**config.mk**
```make
export PLATFORM = sky130hd
export DESIGN_NAME = regfile_wr_arbiter
export DESIGN_NICKNAME = d
export VERILOG_FILES = /design/src/rtl/regfile_wr_arbiter.sv
export SDC_FILE = /design/constraint.sdc
export NUM_CORES = 1
export LEC_CHECK = 0
export CAP_MARGIN = 10
export CORE_AREA = 4 4 157 159
export DETAILED_ROUTE_END_ITERATION = 16
export DIE_AREA = 0 0 161 163
export HOLD_SLACK_MARGIN = 0.12
export SLEW_MARGIN = 40
export SYNTH_ARGS = -nofsm -noshare
export SYNTH_HDL_FRONTEND = slang
export SYNTH_SLANG_ARGS = --single-unit
```
**constraint.sdc**
```tcl
create_clock -name clka -period 3.7 [get_ports clka]
set_input_delay 0.37 -clock clka [delete_from_list [all_inputs] [get_ports clka]]
set_output_delay 0.37 -clock clka [all_outputs]
set_load 0.1 [all_outputs]
```
**src/rtl/regfile_wr_arbiter.sv**
```systemverilog
// Shares the register-file write port between an ALU (A) and a load (B) writeback
// queue and flags RAW hazards. Define RF_ARB_RR_EN for round-robin; default is A-priority.
module regfile_wr_arbiter #(
  parameter int DEPTH = 2
) (
  input  logic        clka,
  input  logic        rst_n,
  input  logic        a_valid,
  input  logic [4:0]  a_addr,
  input  logic [31:0] a_data,
  output logic        a_ready,
  input  logic        b_valid,
  input  logic [4:0]  b_addr,
  input  logic [31:0] b_data,
  output logic        b_ready,
  output logic        reg_write,
  output logic [4:0]  wr_addr,
  output logic [31:0] wr_data,
  input  logic [4:0]  rd_addr1,
  input  logic [4:0]  rd_addr2,
  output logic        hazard1,
  output logic        hazard2,
  output logic        busy
);

  // Handshake: a beat moves on a posedge with valid && ready. Ready depends only
  // on queue occupancy, so a requester may hold valid and wait for ready.
  logic [4:0]       qa_addr [DEPTH];
  logic [31:0]      qa_data [DEPTH];
  logic [DEPTH-1:0] qa_vld;
  logic             qa_wptr, qa_rptr;

  logic [4:0]       qb_addr [DEPTH];
  logic [31:0]      qb_data [DEPTH];
  logic [DEPTH-1:0] qb_vld;
  logic             qb_wptr, qb_rptr;

  logic        a_push, b_push;
  logic        a_ne, b_ne;
  logic        a_wins;
  logic        grant_a, grant_b;
  logic [4:0]  head_addr;
  logic [31:0] head_data;

  assign a_ready = ~(&qa_vld) && rst_n;
  assign b_ready = ~(&qb_vld) && rst_n;
  assign a_push  = a_valid && a_ready;
  assign b_push  = b_valid && b_ready;
  assign a_ne    = |qa_vld;
  assign b_ne    = |qb_vld;

`ifdef RF_ARB_RR_EN
  // Set when B held the most recent grant; reset to B so A wins the first contest.
  logic last_b;

  always_ff @(posedge clka or negedge rst_n) begin
    if (!rst_n) begin
      last_b <= 1'b1;
    end else if (grant_a) begin
      last_b <= 1'b0;
    end else if (grant_b) begin
      last_b <= 1'b1;
    end
  end

  assign a_wins = last_b;
`else
  assign a_wins = 1'b1;
`endif

  assign grant_a = a_ne && (!b_ne || a_wins);
  assign grant_b = b_ne && !grant_a;

  // Queue A control: with one entry held, wptr and rptr differ, so a
  // simultaneous push and pop never touch the same slot.
  always_ff @(posedge clka or negedge rst_n) begin
    if (!rst_n) begin
      qa_vld  <= '0;
      qa_wptr <= 1'b0;
      qa_rptr <= 1'b0;
    end else begin
      if (a_push) begin
        qa_vld[qa_wptr] <= 1'b1;
        qa_wptr         <= ~qa_wptr;
      end
      if (grant_a) begin
        qa_vld[qa_rptr] <= 1'b0;
        qa_rptr         <= ~qa_rptr;
      end
    end
  end

  always_ff @(posedge clka) begin
    if (a_push) begin
      qa_addr[qa_wptr] <= a_addr;
      qa_data[qa_wptr] <= a_data;
    end
  end

  always_ff @(posedge clka or negedge rst_n) begin
    if (!rst_n) begin
      qb_vld  <= '0;
      qb_wptr <= 1'b0;
      qb_rptr <= 1'b0;
    end else begin
      if (b_push) begin
        qb_vld[qb_wptr] <= 1'b1;
        qb_wptr         <= ~qb_wptr;
      end
      if (grant_b) begin
        qb_vld[qb_rptr] <= 1'b0;
        qb_rptr         <= ~qb_rptr;
      end
    end
  end

  always_ff @(posedge clka) begin
    if (b_push) begin
      qb_addr[qb_wptr] <= b_addr;
      qb_data[qb_wptr] <= b_data;
    end
  end

  always_comb begin
    head_addr = qb_addr[qb_rptr];
    head_data = qb_data[qb_rptr];
    if (grant_a) begin
      head_addr = qa_addr[qa_rptr];
      head_data = qa_data[qa_rptr];
    end
  end

  // Register-0 writes still load the port registers but never strobe.
  always_ff @(posedge clka or negedge rst_n) begin
    if (!rst_n) begin
      reg_write <= 1'b0;
      wr_addr   <= '0;
      wr_data   <= '0;
    end else if (grant_a || grant_b) begin
      reg_write <= (head_addr != 5'd0);
      wr_addr   <= head_addr;
      wr_data   <= head_data;
    end else begin
      reg_write <= 1'b0;
    end
  end

  always_comb begin
    hazard1 = 1'b0;
    hazard2 = 1'b0;
    if (qa_vld[0] && (qa_addr[0] == rd_addr1)) hazard1 = 1'b1;
    if (qa_vld[1] && (qa_addr[1] == rd_addr1)) hazard1 = 1'b1;
    if (qb_vld[0] && (qb_addr[0] == rd_addr1)) hazard1 = 1'b1;
    if (qb_vld[1] && (qb_addr[1] == rd_addr1)) hazard1 = 1'b1;
    if (reg_write && (wr_addr == rd_addr1))    hazard1 = 1'b1;
    if (qa_vld[0] && (qa_addr[0] == rd_addr2)) hazard2 = 1'b1;
    if (qa_vld[1] && (qa_addr[1] == rd_addr2)) hazard2 = 1'b1;
    if (qb_vld[0] && (qb_addr[0] == rd_addr2)) hazard2 = 1'b1;
    if (qb_vld[1] && (qb_addr[1] == rd_addr2)) hazard2 = 1'b1;
    if (reg_write && (wr_addr == rd_addr2))    hazard2 = 1'b1;
    if (rd_addr1 == 5'd0) hazard1 = 1'b0;
    if (rd_addr2 == 5'd0) hazard2 = 1'b0;
  end

  assign busy = a_ne || b_ne || reg_write;

endmodule

```
==> results.json, run 1 <==
{
  "antenna_cells": 0,
  "wire_per_inst_microns": 18.9,
  "setup_violations": 0,
  "cp-end-kind": "flip-flop",
  "grt_max_degree": 72,
  "drc": 0,
  "die_h_microns": 163,
  "postCtsResizedCells": 0,
  "fin_tns_setup_ps": 0,
  "finalWirelength_mm": 19.0,
  "core_sq_mm": 0.0233,
  "syn_inst": 550,
  "comb_power_share_pct": 41.3,
  "synth_cell_type_count": 31,
  "pre_cts_slack_ps": 1030,
  "crit_arrival_ps": 2780,
  "vias": 4684,
  "htree_levels": 4,
  "startpoint_type": "input pin",
  "hpwl_mm": 13.1,
  "worstPathRequired_ps": 3780,
  "drtIter0Drc": 216,
  "finalCriticalPeriod_ps": 2690,
  "clk_latency_ps": 420,
  "antenna_found_initial": 1,
  "clk_path_buf_depth": 2,
  "final.setup_skew_ps": 10.9,
  "grt-ovfl-total": 0,
  "worst_pin_slew_ps": 767,
  "power.internal_uw": 4900,
  "ys_ff_latch": 194,
  "fmax_ghz": 0.372,
  "port-buffer-count": 130,
  "post-cts-setup-buffer-count": 0,
  "switching_power_uw": 3940,
  "grt_pass1_wl_mm": 29.6,
  "synth_area_per_cell_sq_um": 14.6,
  "relSlewSlack_pct": 48.9,
  "yosys_warnings": 0,
  "final_max_slew_viol_count": 0,
  "p_leak_uw": 0.00365,
  "clkPwrFrac_pct": 21.5,
  "finalHoldViolCount": 0,
  "syn-num-nets": 638,
  "grt_pass1_vias": 5088,
  "worstHoldPathType": "in -> async",
  "die_w_microns": 161,
  "clk_pin_slew_ps": 70,
  "finalPower_uw": 8840,
  "cap_violations": 0,
  "io_pins": 131,
  "hold_slack_ps": 472,
  "ys_async_sr_fraction_pct": 23.7,
  "layout-drive-gt1-share_pct": 18.9,
  "nets": 762,
  "yosysTopAreaCellShare_pct": 55.5,
  "cts_tree": "built",
  "multi_input_area_sq_mm": 0.00224,
  "critical_path_class": "in -> reg",
  "finalWeightedCongestion": 0.835,
  "grt_util_all_layers_pct": 14.8,
  "yosys.area.top_type": "edfxtp_1",
  "hold_buffers": 1,
  "ys_seq_area_share_pct": 69.8,
  "synth_ff_type": "edfxtp_1",
  "status": "finished, final reports clean",
  "viasPerCell": 4.66,
  "worst_slack_ps": 1010,
  "synthTopCellsByArea": "edfxtp_1, dfrtp_1, mux2_2, mux2i_1, xor2_1",
  "power.density_mw_per_mm2": 882,
  "cts_root_buffer": "clkbuf_16",
  "clock_sinks": 194,
  "num_rows": 56,
  "n_fill_cell": 2155,
  "cp_max_fo": 22,
  "vdd_drop_max_uv": 530,
  "area_delta_synth_final_pct": 25.0,
  "rsz0062_at_grt": "no",
  "dieArea_sq_mm": 0.0262,
  "cts_made_buffers": 17,
  "regArea_sq_mm": 0.00560,
  "fin_crit_sh_pct": 72.7,
  "syn_area_sq_mm": 0.00801,
  "firstDrtPassIters": 4,
  "seq_power_share_pct": 37.2,
  "ant_nets": 0,
  "start_util_pct": 34.4,
  "p_sw_share_pct": 44.6,
  "synth_edf_count": 148
}
==> per-layer routing <==
layer | wire, microns | share of wire (%) | vias to the layer above | GRT usage, %
met5 | 8 | 0.042 | - | 0
met4 | 212 | 1.1 | 2 | 3.76
met3 | 790 | 4.2 | 16 | 3.57
met2 | 9790 | 51 | 107 | 26.2
met1 | 8220 | 43 | 2307 | 18.4
li1 | - | - | 2252 | -
==> cell usage after synthesis (10+ instances only) <==
master / number
xnor2_1: 13
edfxtp_1: 148
mux2i_1: 37
nand3_1: 12
o21ai_0: 35
nor4_1: 10
nor2_1: 31
a21oi_1: 27
dfrtp_1: 46
xor2_1: 41
nand2_1: 49
mux2_2: 38
buf_2: 12
o21ai_1: 10
==> flip-flops by register name (all words and copies together), names as in the netlist <==
name,count
qa_addr,10
qa_data,64
qa_rptr,1
qa_vld,2
qa_wptr,1
qb_addr,10
qb_data,64
qb_rptr,1
qb_vld,2
qb_wptr,1
reg_write,1
wr_addr,5
wr_data,32
==> cell type report <==
| type | instances | area share [%] |
|---|---|---|
| clock buffer | 22 | 4.63 |
| multi-input combinational | 322 | 22.4 |
| sequential | 194 | 55.9 |
| tap | 319 | 3.98 |
| timing repair buffer | 139 | 11.6 |
| clock inverter | 10 | 1.50 |
==> path summary, 6_finish.rpt <==
| check | start | to | slack [ps] | cells after the start |
|---|---|---|---|---|
| max | rst_n | qa_addr[0][2] | 1010 | 6 |
| min | rst_n | wr_data[28] | 470 | 2 |
| max reg2reg | qa_vld[0] | wr_data[21] | 1460 | 4 |
| min reg2reg | wr_data[24] | wr_data[24] | 480 | 2 |
| max in group asynchronous | rst_n | qa_rptr | 2410 | 3 |
| min in group clka | wr_data[24] | wr_data[24] | 480 | 2 |
==> cells in the final DEF (no fill, tap or decap), drive strengths merged <==
cell           instances
clkbuf                22
clkinv                 1
inv                    3
or4                    2
nor3                   1
nand2b                 1
and3                   2
o22a                   3
or2                    1
a2bb2oi                2
xor2                  41
a2111oi                1
nand2                 49
a31oi                  1
dlygate4sd3            1
clkdlybuf4s50         86
o21ai                 45
edfxtp               148
buf                   52
nor2                  32
mux2                  39
nor4                  10
xnor2                 13
a21boi                 2
mux2i                 37
a21oi                 27
o32a                   1
nand3                 12
bufinv                 3
dfrtp                 46
clkinvlp               3
==> power groups by stage <==
stage | combinational [uW] | clock [uW] | sequential (uW)
6_report | 3650 | 1900 | 3290
5_1_grt | 3920 | 2040 | 3350
3_5_place_dp | 3710 | 0 | 3340
2_1_floorplan | 1600 | 0 | 4610
3_3_place_gp | 3840 | 0 | 3340
4_1_cts | 3700 | 1950 | 3300
==> per-stage QoR <==
step | utilization (%) | instances | area, sq um
detailed placement | 40.4 | 973 | 9400
floorplan | - | 550 | 8030
global placement | 41.2 | 973 | 9580
finish | 43.1 | 1006 | 10000
CTS | 43.1 | 1006 | 10000
global route | 43.1 | 1006 | 10000
==> worst max-delay path: stages <==
cell           delay [ps]
dlygate4sd3_1         530
buf_2                 450
a21boi_2              300
nand2_1               140
nor2_4                520
buf_4                 450
==> cells by family (layout without fill, tap and decap cells) <==
group,after synthesis,in the layout,synth area share (%)
compound gates,82,82,5.54
xor+xnor,54,54,5.90
buf+inv,34,171,2.64
flops,194,194,69.8
mux,76,76,10.1
simple gates,110,110,5.98
Note: power is estimated with default switching activity, not from simulation.
==> run 2, diff against run 1 <==
==> constraint.sdc (replaced) <==
create_clock -name clka -period 2.8 [get_ports clka]
set_input_delay 0.28 -clock clka [delete_from_list [all_inputs] [get_ports clka]]
set_output_delay 0.28 -clock clka [all_outputs]
set_load 0.1 [all_outputs]
==> run 2 against run 1 <==
Compared with the run above: clock skew is 1.3 ps lower; critical path depth is 2 lower; clock power is 36% higher.
==> results.json, run 2 (synthesis results as in run 1) <==
{
  "status": "finished, final reports clean",
  "io_pins": 131,
  "die_h_microns": 163,
  "r2r_start": "qb_rptr",
  "final_max_slew_viol_count": 0,
  "top_regs": "qa_data x64, qb_data x64, wr_data x32",
  "final_cell_mix": "edfxtp_1, clkdlybuf4s50_1, buf_4",
  "timing.reg2reg.setup_slack_ps": 690,
  "port-buffer-count": 130,
  "hpwl_mm": 13.5,
  "power.density_mw_per_mm2": 1170,
  "finalCriticalPeriod_ps": 2360,
  "cts_tree": "built",
  "wire_per_inst_microns": 19.2,
  "nets": 769,
  "finalHoldViolCount": 0,
  "seq_power_share_pct": 35.7,
  "post-cts-setup-buffer-count": 0,
  "reg2regPathDepth": 5,
  "placed_cell_area_sq_mm": 0.00959,
  "worstPathRequired_ps": 2520,
  "htree_levels": 4,
  "clk_latency_ps": 430,
  "area_delta_synth_final_pct": 27.7,
  "start_util_pct": 34.4,
  "layout-drive-gt1-share_pct": 19.7,
  "cts_made_buffers": 17,
  "clock_sinks": 194,
  "grt_util_met1_pct": 18.3,
  "power.internal_uw": 6740,
  "startpoint_type": "flip-flop",
  "fmax_ghz": 0.423,
  "viasPerCell": 4.69,
  "stdcell_area_sq_mm": 0.0102,
  "final.setup_skew_ps": 9.66,
  "p_leak_uw": 0.00374,
  "grt_util_all_layers_pct": 15.1,
  "final_common_cell": "edfxtp_1",
  "dieArea_sq_mm": 0.0262,
  "grt-busiest-layer": "met2",
  "die_w_microns": 161,
  "vdd_drop_max_uv": 800,
  "finalWeightedCongestion": 0.821,
  "num_rows": 56,
  "cap_violations": 0,
  "n_fill_cell": 2162,
  "relSlewSlack_pct": 52.5,
  "rsz0062_at_grt": "no",
  "grt-ovfl-total": 0,
  "ant_nets": 0,
  "clkPwrFrac_pct": 21.6,
  "fin_tns_setup_ps": 0,
  "grt_pass1_wl_mm": 30.0,
  "reg2reg_to": "reg_write",
  "multi_input_area_sq_mm": 0.00224,
  "cts_root_buffer": "clkbuf_16",
  "antenna_found_initial": 0,
  "worstHoldPathType": "in -> async",
  "comb_power_share_pct": 42.7,
  "firstDrtPassIters": 4,
  "clk_path_buf_depth": 2,
  "cp-end-kind": "output pin",
  "finalWirelength_mm": 19.4,
  "p_sw_share_pct": 43.8,
  "setup_violations": 0,
  "clk_pin_slew_ps": 70,
  "grt_pass1_vias": 5149,
  "critical_path_class": "reg -> out",
  "grt_max_degree": 55,
  "grtUsageMet2_pct": 27.1,
  "core_sq_mm": 0.0233,
  "regArea_sq_mm": 0.00560,
  "use_met3_pct": 3.59,
  "vias": 4759,
  "switching_power_uw": 5250,
  "cp_max_fo": 24,
  "drtIter0Drc": 260,
  "drc": 0,
  "worst_pin_slew_ps": 694,
  "fin_crit_sh_pct": 84.4,
  "crit_arrival_ps": 2080
}
run 2: changes by cell type in the layout (fill, tap and decap cells not counted), moves of 2 or more:
cell,delta
buf_4,+41
buf_2,-38
buf_12,+4
and3_2,+2
and3_4,-2
clkbuf_1,-2
clkbuf_8,-2
clkinv_1,+2
inv_6,+2
run 2: final cells by class:
| cell class | count | area share [%] |
|---|---|---|
| Antenna cell | 1 | 0.0245 |
| Clock buffer | 18 | 4.20 |
| Clock inverter | 14 | 1.96 |
| Multi-Input combinational cell | 322 | 21.9 |
| Sequential cell | 194 | 54.7 |
| Tap cell | 319 | 3.90 |
| Timing Repair Buffer | 146 | 13.3 |
run 2: repair_timing:
item	in CTS	in global routing
resized for setup	0	0
hold endpoints to repair	46	0
hold buffers	1	0
run 2: worst max-delay path, cell delays in order, from the launching register on:
cell and delay, ps:
dfrtp_1 500, or2_4 420, nor3_4 390, nand2b_1 160
buf_12 200
run 2: worst max path at each step:
stage	to	slack [ps]	from
CTS	busy	390	qa_vld[0]
finish	busy	440	qa_vld[0]
floorplan	qb_addr[0][0]	110	qb_vld[1]
detailed placement	hazard1	500	rd_addr1[3]
global route	busy	300	qa_vld[0]
global placement	hazard1	520	rd_addr1[3]
run 2: layer usage:
layer,routed length (microns),share of wire (%)
met3,872,4.5
met4,203,1.0
met2,10100,52
met5,0,0
met1,8280,43
run 2: per-stage QoR:
stage / instances / hold slack, ps / setup slack [ps] / power (uW) / utilization (%)
4_1_cts: 1013 / 410 / 388 / 12200 / 44.0
3_5_place_dp: 980 / 323 / 496 / 9560 / 41.2
5_1_grt: 1013 / 404 / 300 / 12600 / 44.0
6_report: 1014 / 414 / 435 / 12000 / 44.0
2_1_floorplan: 550 / -15.6 / 112 / 8220 / -
3_3_place_gp: 980 / 315 / 523 / 9470 / 41.2
run 2: power groups by stage:
stage	Sequential [uW]	Combinational, uW	Clock (uW)
floorplan	6100	2120	0
global placement	4330	5150	0
detailed placement	4360	5200	0
CTS	4300	5210	2650
global route	4360	5470	2790
finish	4280	5120	2590
==> run 3, diff against run 2 <==
==> constraint.sdc (replaced) <==
create_clock -name clka -period 1.9 [get_ports clka]
set_input_delay 0.19 -clock clka [delete_from_list [all_inputs] [get_ports clka]]
set_output_delay 0.19 -clock clka [all_outputs]
set_load 0.1 [all_outputs]
==> run 3 against run 2 <==
Compared with the run above: clock skew is 0.57 ps higher; highest routed layer unchanged; sequential share of layout area is 1.6 points lower; the flow now finishes with violations (setup timing); critical endpoint is now hazard2; global-route usage is 0.22 points lower.
==> results.json, run 3 (synthesis results as in run 1) <==
{
  "status": "finished, violations left",
  "failed_checks": "setup timing",
  "hpwl_mm": 13.6,
  "cp_top_family": "simple AND/OR/NAND/NOR gates",
  "crit_chain": "buf_4, xor2_1, nor4_1, nand3_1, nand2_1, o22a_4, buf_12",
  "clock_sinks": 194,
  "cts_tree": "built",
  "worst_slack_ps": -262,
  "clk_pin_slew_ps": 70,
  "htree_levels": 4,
  "cpMaxStageDelayCell": "edfxtp_1",
  "grt_util_all_layers_pct": 14.9,
  "start_util_pct": 34.4,
  "drtIter0Drc": 253,
  "finalHoldViolCount": 0,
  "top_regs": "qa_data x64, qb_data x64, wr_data x32",
  "final.setup_skew_ps": 10.2,
  "power.density_mw_per_mm2": 1690,
  "layout-drive-gt1-share_pct": 25.2,
  "nets": 793,
  "p_leak_uw": 0.00391,
  "fmax_ghz": 0.463,
  "area_delta_synth_final_pct": 31.9,
  "worstPathRequired_ps": 1710,
  "placed_cell_area_sq_mm": 0.00984,
  "finalWirelength_mm": 19.3,
  "cap_violations": 0,
  "firstDrtPassIters": 4,
  "die_w_microns": 161,
  "vdd_drop_max_uv": 1320,
  "grt_max_degree": 52,
  "cp_max_fo": 3,
  "final_cell_mix": "edfxtp_1, clkdlybuf4s50_1, buf_4",
  "num_rows": 56,
  "rsz0062_at_grt": "yes",
  "antenna_found_initial": 0,
  "worstHoldPathType": "in -> async",
  "finalCriticalPeriod_ps": 2160,
  "core_sq_mm": 0.0233,
  "ant_nets": 0,
  "antenna_cells": 0,
  "clk_path_buf_depth": 2,
  "grt_pass1_vias": 5246,
  "clk_latency_ps": 410,
  "io_pins": 131,
  "final_max_slew_viol_count": 0,
  "drc": 0,
  "viasPerCell": 4.70,
  "critical_path_class": "reg -> out",
  "grt_pass1_wl_mm": 29.7,
  "die_h_microns": 163,
  "fin_crit_sh_pct": 114,
  "cp.buffers_inverters": 2,
  "cp-end-kind": "output pin",
  "relSlewSlack_pct": 59.0,
  "vias": 4878,
  "crit_arrival_ps": 1970,
  "cpPeakStageDelay_ps": 450,
  "hold_slack_ps": 230,
  "dieArea_sq_mm": 0.0262,
  "final_common_cell": "edfxtp_1",
  "cts_root_buffer": "clkbuf_16",
  "stdcell_area_sq_mm": 0.0106,
  "grt-ovfl-total": 0,
  "startpoint_type": "flip-flop",
  "cts_made_buffers": 17,
  "port-buffer-count": 130,
  "setup_violations": 2,
  "wire_per_inst_microns": 18.6,
  "worst_pin_slew_ps": 616,
  "finalWeightedCongestion": 0.874
}
## run 3: cell count changes in the layout (fill, tap and decap cells not counted), moves of 3 or more
cell	delta
dfrtp_2	+9
clkinv_4	+3
buf_12	+8
dfrtp_1	-9
buf_4	+15
clkbuf_8	+3
## run 3: final cells by class
cell class | instances | area, sq um
Fill cell | 2114 | 12700
Sequential cell | 194 | 5610
Multi-Input combinational cell | 322 | 2310
Timing Repair Buffer | 170 | 1650
Clock buffer | 22 | 474
Tap cell | 319 | 399
Clock inverter | 10 | 125
## run 3: final timing paths
| kind | start | slack (ps) | endpoint | cells past startpoint |
|---|---|---|---|---|
| min in group clka | b_data[21] | 350 | qb_data[1][21] | 1 |
| worst max register to register | qa_vld[1] | 110 | qa_data[1][24] | 5 |
| worst min register to register | wr_data[11] | 480 | wr_data[11] | 2 |
| max in group asynchronous | rst_n | 770 | qb_vld[0] | 3 |
| worst max-delay path | qb_addr[1][4] | -260 | hazard2 | 7 |
| worst min-delay path | rst_n | 230 | wr_data[30] | 2 |
## run 3: layer usage
metal / share of wire (%) / GRT usage [%] / up-vias
met5: 0 / 0 / -
met4: 1.5 / 4.07 / 0
met3: 4.5 / 3.62 / 22
met2: 51 / 26.3 / 125
met1: 43 / 18.3 / 2420
li1: - / - / 2311
## run 3: what timing repair did
action                                 4_1_cts  5_1_grt
gates cloned                                 0        0
pin swaps                                   20       10
resized for setup                            4        6
endpoints found under the hold margin       34        0
hold buffers                                 1        0
setup endpoints to repair                    3        5
buffers inserted                             8        2
## run 3: worst register-to-register path, delay by kind of cell (launching register included)
family          cells  cell delay [ps]
buf+inv             3              590
flops               1              400
simple gates        1              250
compound gates      1              230
## run 3: power breakdown
part | switching (uW) | total, uW | internal (uW)
clock | 1520 | 3590 | 2070
combinational | 5640 | 8140 | 2490
sequential | 612 | 6170 | 5560
## run 3: through the flow
step	setup TNS (ps)	total power [uW]	setup WS, ps	util (%)	std cells
2_1_floorplan	-46350	12200	-358	-	550
3_3_place_gp	-239	14300	-129	42.3	994
3_5_place_dp	-238	14400	-127	42.3	994
4_1_cts	-460	18100	-241	45.2	1035
5_1_grt	-648	18800	-317	45.4	1037
6_report	-464	17900	-262	45.4	1037
